`src/rtl/game_pkg.sv`:
```
`default_nettype none
// ============================================================================
// game_pkg : shared game-flow state encoding, key codes and timing defaults
// Rev 1.0
// ============================================================================
package game_pkg;

   typedef enum logic [2:0] {
      ST_START     = 3'd0,
      ST_COUNTDOWN = 3'd1,
      ST_PLAY      = 3'd2,
      ST_PAUSE     = 3'd3,
      ST_RESULT    = 3'd4
   } game_state_t;

   localparam logic [7:0] KEY_SPACE = 8'h2C;
   localparam logic [7:0] KEY_ESC   = 8'h29;

   localparam int DEF_FRAMES_PER_SEC = 60;
   localparam int DEF_COUNT_SECS     = 3;
   localparam int DEF_RESULT_HOLD    = 120;

endpackage
`default_nettype wire

```
`src/rtl/key_edge.sv`:
```
`default_nettype none
// ============================================================================
// key_edge : keycode register plus press detection for one key
// Rev 1.0
// ============================================================================
module key_edge #(
   parameter logic [7:0] KEY = 8'h00
) (
   input  logic       clk,
   input  logic       rst_n,
   input  logic [7:0] i_keycode,
   output logic       o_press
);

   logic [7:0] r_prev;

   // Reset clears the history so a key held through reset release still reports a press.
   always_ff @(posedge clk or negedge rst_n) begin
      if (!rst_n) begin
         r_prev <= 8'h00;
      end else begin
         r_prev <= i_keycode;
      end
   end

   assign o_press = (i_keycode == KEY) && (r_prev != KEY);

endmodule
`default_nettype wire

```
`src/rtl/game_flow_ctrl.sv`:
```
`default_nettype none
// ============================================================================
// game_flow_ctrl : start / countdown / play / pause / result sequencing
// Rev 1.0
// ============================================================================
module game_flow_ctrl
   import game_pkg::*;
#(
   parameter int FRAMES_PER_SEC = DEF_FRAMES_PER_SEC,
   parameter int COUNT_SECS     = DEF_COUNT_SECS,
   parameter int RESULT_HOLD    = DEF_RESULT_HOLD
) (
   input  logic        frame_clk,
   input  logic        Reset_n,
   input  logic [7:0]  keycode,
   input  logic [15:0] song_len,
   output logic        startscreen,
   output logic [1:0]  countdown_digit,
   output logic        playing,
   output logic        paused,
   output logic        result_screen,
   output logic [15:0] song_frame,
   output logic        score_clear
);

   localparam int CD_TOTAL = COUNT_SECS * FRAMES_PER_SEC;
   localparam int CD_W     = (CD_TOTAL > 1) ? $clog2(CD_TOTAL) : 1;
   localparam int HOLD_W   = $clog2(RESULT_HOLD + 1);

   localparam logic [CD_W-1:0]   c_CD_LOAD    = CD_W'(CD_TOTAL - 1);
   localparam logic [1:0]        c_DIGIT_LOAD = 2'(((CD_TOTAL - 1) / FRAMES_PER_SEC) + 1);
   localparam logic [HOLD_W-1:0] c_HOLD_MAX   = HOLD_W'(RESULT_HOLD);

   game_state_t       r_state;
   logic [CD_W-1:0]   r_cd;
   logic [HOLD_W-1:0] r_hold;
   logic [15:0]       r_len;
   logic              r_startscreen;
   logic [1:0]        r_digit;
   logic              r_playing;
   logic              r_paused;
   logic              r_result;
   logic [15:0]       r_song_frame;
   logic              r_score_clear;

   logic              w_press_space;
   logic              w_press_esc;
   logic [CD_W-1:0]   w_cd_dec;
   logic [1:0]        w_digit_next;
   logic              w_song_end;

   key_edge #(.KEY(KEY_SPACE)) u_key_space (
      .clk       (frame_clk),
      .rst_n     (Reset_n),
      .i_keycode (keycode),
      .o_press   (w_press_space)
   );

   key_edge #(.KEY(KEY_ESC)) u_key_esc (
      .clk       (frame_clk),
      .rst_n     (Reset_n),
      .i_keycode (keycode),
      .o_press   (w_press_esc)
   );

   assign w_cd_dec     = r_cd - CD_W'(1);
   assign w_digit_next = 2'((int'(w_cd_dec) / FRAMES_PER_SEC) + 1);
   // A zero-length song still plays one frame; otherwise end on the last frame index.
   assign w_song_end   = (r_len == 16'd0) || (r_song_frame == (r_len - 16'd1));

   always_ff @(posedge frame_clk or negedge Reset_n) begin
      if (!Reset_n) begin
         r_state       <= ST_START;
         r_cd          <= '0;
         r_hold        <= '0;
         r_len         <= 16'd0;
         r_startscreen <= 1'b1;
         r_digit       <= 2'd0;
         r_playing     <= 1'b0;
         r_paused      <= 1'b0;
         r_result      <= 1'b0;
         r_song_frame  <= 16'd0;
         r_score_clear <= 1'b0;
      end else begin
         r_score_clear <= 1'b0;
         case (r_state)
            ST_START: begin
               if (w_press_space) begin
                  r_state       <= ST_COUNTDOWN;
                  r_cd          <= c_CD_LOAD;
                  r_digit       <= c_DIGIT_LOAD;
                  r_startscreen <= 1'b0;
                  r_score_clear <= 1'b1;
               end
            end
            ST_COUNTDOWN: begin
               if (w_press_esc) begin
                  r_state       <= ST_START;
                  r_cd          <= '0;
                  r_digit       <= 2'd0;
                  r_startscreen <= 1'b1;
               end else if (r_cd == '0) begin
                  r_state      <= ST_PLAY;
                  r_digit      <= 2'd0;
                  r_playing    <= 1'b1;
                  r_song_frame <= 16'd0;
                  r_len        <= song_len;
               end else begin
                  r_cd    <= w_cd_dec;
                  r_digit <= w_digit_next;
               end
            end
            ST_PLAY: begin
               // Song end takes priority over a simultaneous pause request.
               if (w_song_end) begin
                  r_state   <= ST_RESULT;
                  r_playing <= 1'b0;
                  r_result  <= 1'b1;
                  r_hold    <= '0;
               end else if (w_press_esc) begin
                  r_state   <= ST_PAUSE;
                  r_playing <= 1'b0;
                  r_paused  <= 1'b1;
               end else if (r_song_frame != 16'hFFFF) begin
                  r_song_frame <= r_song_frame + 16'd1;
               end
            end
            ST_PAUSE: begin
               if (w_press_esc || w_press_space) begin
                  r_state   <= ST_PLAY;
                  r_paused  <= 1'b0;
                  r_playing <= 1'b1;
               end
            end
            ST_RESULT: begin
               if (w_press_space && (r_hold == c_HOLD_MAX)) begin
                  r_state       <= ST_START;
                  r_result      <= 1'b0;
                  r_startscreen <= 1'b1;
                  r_score_clear <= 1'b1;
                  r_song_frame  <= 16'd0;
                  r_hold        <= '0;
               end else if (r_hold != c_HOLD_MAX) begin
                  r_hold <= r_hold + HOLD_W'(1);
               end
            end
            default: begin
               r_state       <= ST_START;
               r_cd          <= '0;
               r_hold        <= '0;
               r_startscreen <= 1'b1;
               r_digit       <= 2'd0;
               r_playing     <= 1'b0;
               r_paused      <= 1'b0;
               r_result      <= 1'b0;
               r_song_frame  <= 16'd0;
            end
         endcase
      end
   end

   assign startscreen     = r_startscreen;
   assign countdown_digit = r_digit;
   assign playing         = r_playing;
   assign paused          = r_paused;
   assign result_screen   = r_result;
   assign song_frame      = r_song_frame;
   assign score_clear     = r_score_clear;

endmodule
`default_nettype wire

```
`config.mk`:
```
export PLATFORM = sky130hd
export DESIGN_NAME = game_flow_ctrl
export DESIGN_NICKNAME = d
export VERILOG_FILES = /design/src/rtl/game_pkg.sv /design/src/rtl/key_edge.sv /design/src/rtl/game_flow_ctrl.sv
export SDC_FILE = /design/constraint.sdc
export NUM_CORES = 1
export LEC_CHECK = 0
export ABC_CLOCK_PERIOD_IN_PS = 4350
export CAP_MARGIN = 40
export CORE_UTILIZATION = 45
export CTS_BUF_LIST = sky130_fd_sc_hd__clkbuf_16
export DETAILED_ROUTE_END_ITERATION = 16
export GPL_TIMING_DRIVEN = 0
export PLACE_DENSITY = 0.62
export RECOVER_POWER = 25
export SYNTH_ARGS = -nofsm -noshare
export SYNTH_HDL_FRONTEND = slang
export SYNTH_SLANG_ARGS = --single-unit
```
`constraint.sdc`:
```
create_clock -name frame_clk -period 4.35 [get_ports frame_clk]
set_input_delay 0.87 -clock frame_clk [delete_from_list [all_inputs] [get_ports frame_clk]]
set_output_delay 0.87 -clock frame_clk [all_outputs]
set_load 0.02 [all_outputs]
```
### Word level (Yosys, flattened, before mapping)

Cells that the tools add are included.

* flip-flop bits (word level): 65
* latch bits: 0
* RAM bits: 0
* bits in read-only memories: 0
* output and inout port bits: 23
* logic and storage cells: 122
* memories kept: 0

* add/sub/neg operators: 5
* multipliers: 0
* div/mod/pow operators: 1
* $lt $le $gt $ge: 0
* equal/unequal tests: 27
* shifts and indexed selects: 0
* muxes and demuxes: 46
* bitwise gates (word level): 7
* reduce and logical (&&, ||, !) cells: 24

Operators with widths (number)
* $mux W16: 6
* $pmux W16 S4: 1
* $div A9 B7 Y32 const B: 1
* $mux W8: 3
* $pmux W8 S3: 1
* $ne A2 B2 Y1 const B: 11
* $mux W3: 7
* $mux W7: 3
* $pmux W7 S3: 1
* $add A16 B1 Y16 const B: 1
* $eq A16 B16 Y1: 1
* $eq A8 B6 Y1 const B: 2
* $logic_not A16 Y1: 1
* $ne A16 B16 Y1 const B: 1
* $ne A8 B6 Y1 const B: 2
* $sub A16 B1 Y16 const B: 1
* $pmux W3 S5: 1
* $mux W1: 14
* $ne A3 B3 Y1 const B: 4
* $reduce_and A3 Y1: 4
* $reduce_and A5 Y1: 2
* $reduce_or A3 Y1: 3
* $logic_not A8 Y1: 1
* $pmux W1 S4: 2
* other kinds (20): 36

### Logic depth before layout (Yosys ltp)

* depth after elaboration: 6
* mapped depth: 13
* depth with buffers taken out: 13

### Hierarchy

From an unflattened synthesis, not the netlist that was laid out.

* cell total of the unflattened synthesis: 473
* area, all modules: 4424.2 um^2

Modules (own cells, without submodules)
* game_flow_ctrl: instances 1, cells each 447, area an instance 3928.8 um^2, seq. area each 1427.6 um^2
* key_edge: instances 2, cells each 13, area an instance 247.7 um^2, seq. area each 200.2 um^2

### Least setup slack after synthesis

Ideal clock, no wire load.

* path type: flip-flop to flip-flop
* start: reg r_cd[0]
* end: reg r_digit[1], in the netlist countdown_digit[1]
* library setup time: 0.090 ns
* arrival time: 3.209 ns
* setup slack: 1.051 ns
* stages on the path, launching flop included: 14
* buffers on the path: 0
* cells stage by stage: dfrtp_1 inv_1 ha_1 or3b_1 nand2_1 o21ai_0 a32o_1 ha_1 a211o_1 mux2_2 and4b_1 or4_1 o21bai_1 o2111ai_1

* word-level cells in the longest chain between the ends: 6
* elaborated cells on any way between the ends: 7

RTL lines
* start: declaration: line game_flow_ctrl.sv:35 `logic [CD_W-1:0] r_cd;`
* start signal: assignment: line game_flow_ctrl.sv:90 `r_cd <= c_CD_LOAD;`
* start signal: assignment: line game_flow_ctrl.sv:109 `r_cd <= w_cd_dec;`
* $sub A8 B1 Y8: line game_flow_ctrl.sv:66 `assign w_cd_dec = r_cd - CD_W'(1);`
* $div A9 B7 Y32: line game_flow_ctrl.sv:67 `assign w_digit_next = 2'((int'(w_cd_dec) / FRAMES_PER_SEC) + 1);`
* $add A2 B2 Y2: line game_flow_ctrl.sv:67
* $mux W2 (*): line game_flow_ctrl.sv:102 `end else if (r_cd == '0) begin`
* $mux W2 (*): line game_flow_ctrl.sv:97 `if (w_press_esc) begin`
* $pmux W2 S3 (*): line game_flow_ctrl.sv:86 `case (r_state)`
* end signal: assignment: line game_flow_ctrl.sv:91 `r_digit <= c_DIGIT_LOAD;`
* end signal: assignment: line game_flow_ctrl.sv:110 `r_digit <= w_digit_next;`
* end: declaration: line game_flow_ctrl.sv:39 `logic [1:0] r_digit;`

Every way passes the cells marked *; elsewhere a longest branch is shown, timed or not.
A chain may end at the register's enable or synchronous reset.

### Final worst setup path

Same ends and word-level chain as after synthesis.

==> metrics.md <==
| Metric | Value |
|---|---|
| Sequential area share after synthesis | `38.20%` |
| Hold WC Path Type | `register to register` |
| Initial core utilization | `around 46%` |
| CP max FO | `9` |
| RSZ-0062 raised after global routing | `false` |
| Average routed wire per standard cell | `16.16 um` |
| Post-CTS Setup Inserts | `0` |
| Clock slew at reported path FFs | `60 ps` |
| Synth-to-layout area growth | `21.43%` |
| 1st-pass router iterations | `4` |
| Gr busiest metal | `met2` |
| Fin crit period | `approximately 3700 ps` |
| Commonest cells after routing, fill and taps aside | `64 x dfrtp_1, 42 x clkdlybuf4s50_1, 39 x nand2_1, 39 x o21ai_0, 34 x nor2_1` |
| Die H | `between 90 and 100 um` |
| Dominant synthesized flop cell | `dfrtp_1` |
| Failing checks | `capacitance limit, slew limit` |
| Antenna diodes | `0` |
| Status | `finished with violations` |
| Final setup vio count | `0` |
| Clock Sinks | `between 60 and 70` |
| Leak pwr | `around 2.2 nW` |
| Synth Cell Area | `between 4000 and 5000 um2` |
| Area share of the leading cell type in the synthesized netlist | `between 30 and 40%` |
| Hold buffers post-CTS | `0` |
| Met3 Use GR | `roughly 4.3%` |
| CP endpoint kind | `register` |
| Commonest non-fill, non-tap cell in the layout | `dfrtp_1` |
| Period utilisation layout | `85.14%` |
| Peak supply drop | `between 0.2 and 0.25 mV` |
| Yosys warning total | `0` |
| Syn Inst Count | `481` |
| Total wire length | `10.62 mm` |
| Post-CTS Resized | `0` |
| Sequential standard cell area | `1628 um2` |
| Post-synth EDFFs | `0` |
| GP Congestion | `around 0.88` |
| Setup TNS Final | `0 ps` |
| GRT Overall Usage | `a little under a quarter` |
| Grt met1 use | `31.72%` |
| Slew HR | `-23.00%` |
| IO Count | `49` |
| Clk buf depth | `2` |
| Measured slew at the worst slew-check pin | `roughly 1800 ps` |
| FF+latch count, synth | `65` |
| Rows | `35` |
| First-pass GRT wire length | `about 18 mm` |
| Die Width | `99.32 um` |
| Pre-CTS WS | `about 680 ps` |
| CP arrival | `between 3000 and 4000 ps` |
| CP Data Required Time | `roughly 4600 ps` |
| Met2 Usage GRT | `35.95%` |
| DRC violations left | `0` |
| Fin nets | `575` |
| Mapped Nets | `between 500 and 600` |
| CTS root buf | `clkbuf_16` |
| Ys async rst share | `100.0%` |
| GRT overflow | `0` |
| Pin count of the biggest net entering global routing | `35` |
| Startpoint Class | `register` |
| TritonCTS buffer count | `9` |
| Final Worst Setup Slack | `646.4 ps` |
| Multi-input logic area | `between 2000 and 2500 um2` |
| Vias in the first global route | `about 3600` |
| H-tree lvl count | `3` |
| Core Area | `9196 um2` |
| Clk Latency, worst-skew pair | `between 300 and 400 ps` |
| Avg Vias per Cell | `5.927` |
| CTS tree | `yes` |
| Die ar. | `slightly below 10000 um2` |
| Initial drt markers | `~170` |
| Hpwl dp | `about 7.8 mm` |
| Syn Area/Cell | `about 8.9 um2` |
| Pwr dens | `roughly 540 nW/um2` |
| Max Cap Viol | `2` |
| # fillers | `between 800 and 900` |
| Top cell type by total area after synthesis | `dfrtp_1` |
| Synth unique cells | `64` |
| Number of antenna violations at the first check in global routing | `0` |
| Share of cells above drive strength 1 | `roughly a tenth` |
| Total number of vias | `3894` |
| Pwr Total | `~2.8 mW` |
| FMAX | `between 200 and 300 MHz` |
| Synth area leaders | `dfrtp_1 38%, mux2_2 5.3%, o21ai_0 4.6%` |
| Critical path type | `register to register` |
| Antenna Nets Post-Route | `0` |
| Count of final hold-check violations | `0` |
| Final Slew Violations | `between 60 and 70` |
| IO buf count | `48` |
| Clk_skew | `7.203 ps` |
## Yosys cell counts (3+ instances only)
cell / instances
dfrtp_1: 64
nand2_1: 39
o21ai_0: 39
nor2_1: 34
a21oi_1: 29
mux2_2: 20
nor3_1: 18
inv_1: 17
clkbuf_1: 14
nand3_1: 14
nand4_1: 12
or3_1: 12
xor2_1: 12
nand2b_1: 10
xnor2_1: 10
ha_1: 8
a31oi_1: 7
and3_1: 7
nand3b_1: 7
nor4_1: 7
or4_1: 7
buf_2: 6
o211ai_1: 6
and2_1: 5
nor3b_1: 5
o21a_1: 5
a211oi_1: 4
and4_1: 4
nor2b_1: 4
or2_2: 4
o31a_1: 3
## metal layers
metal	part of all wire, %	vias to the layer above	wire length (um)
met5	0	-	0
met4	0.84	0	89
met3	4.4	11	464
met2	46	88	4832
met1	49	1884	5231
li1	-	1911	-
## area by class of cell
class	count	area share (%)
well taps	111	2.684
clock inverters	7	1.378
inverters	17	1.233
flip-flops and latches	65	31.46
clock buffers	9	4.352
repair buffers	49	9.236
multi-input cells	378	47.85
plain buffers	21	1.813
## sequential cells by signal, indices dropped and copies added, names as in the netlist, 2 cells and up
signal and cells:
r_len 16, r_cd 8, r_hold 7, u_key_esc.r_prev 8, song_frame 16, r_state 3, countdown_digit 2
## cell families after synthesis
kind of cell,synth area share [%]
adder cells (fa/ha/maj),2.349
flip-flops,38.20
XOR/XNOR,5.050
AND/OR/NAND/NOR,26.19
buffers and inverters,3.699
multiplexers,5.520
AO/OA/AOI/OAI,19.00
## final timing paths
| check | end | startpoint | slack, ps | cells past startpoint |
|---|---|---|---|---|
| min reg2reg | result_screen | result_screen | 530 | 1 |
| min | result_screen | result_screen | 530 | 1 |
| max in group asynchronous | r_len[3] | Reset_n | 940 | 2 |
| min in group asynchronous | r_cd[2] | Reset_n | 970 | 1 |
| max reg2reg | countdown_digit[1] | r_cd[0] | 650 | 13 |
| max | countdown_digit[1] | r_cd[0] | 650 | 13 |
## metrics by stage
| step | instance area (um2) | std cells | hold WS [ps] | util [%] |
|---|---|---|---|---|
| after floorplan | 4262 | 481 | 503.6 | - |
| after global placement | 4881 | 640 | 517.9 | 53.07 |
| after detailed placement | 4898 | 641 | 510.8 | 53.27 |
| after CTS | 5195 | 657 | 499.6 | 56.49 |
| after global routing | 5175 | 657 | 560.2 | 56.27 |
| final | 5175 | 657 | 533.0 | 56.27 |
## where the power goes
group	internal, mW	switching (mW)
sequential	0.701	0.112
clock	0.442	0.278
combinational	0.533	0.709
## critical path, cell delays in order (launching register included)
cell and delay (ps):
dfrtp_1 450, inv_1 130, ha_1 310, nor3b_2 480, nand2b_1 150, o21ai_0 180, a32o_1 200, ha_1 220
a211o_1 220, mux2_2 290, and4b_1 180, or4_1 520, o21bai_1 180, o2111ai_1 100
Note: power is estimated with default switching activity, not from simulation.
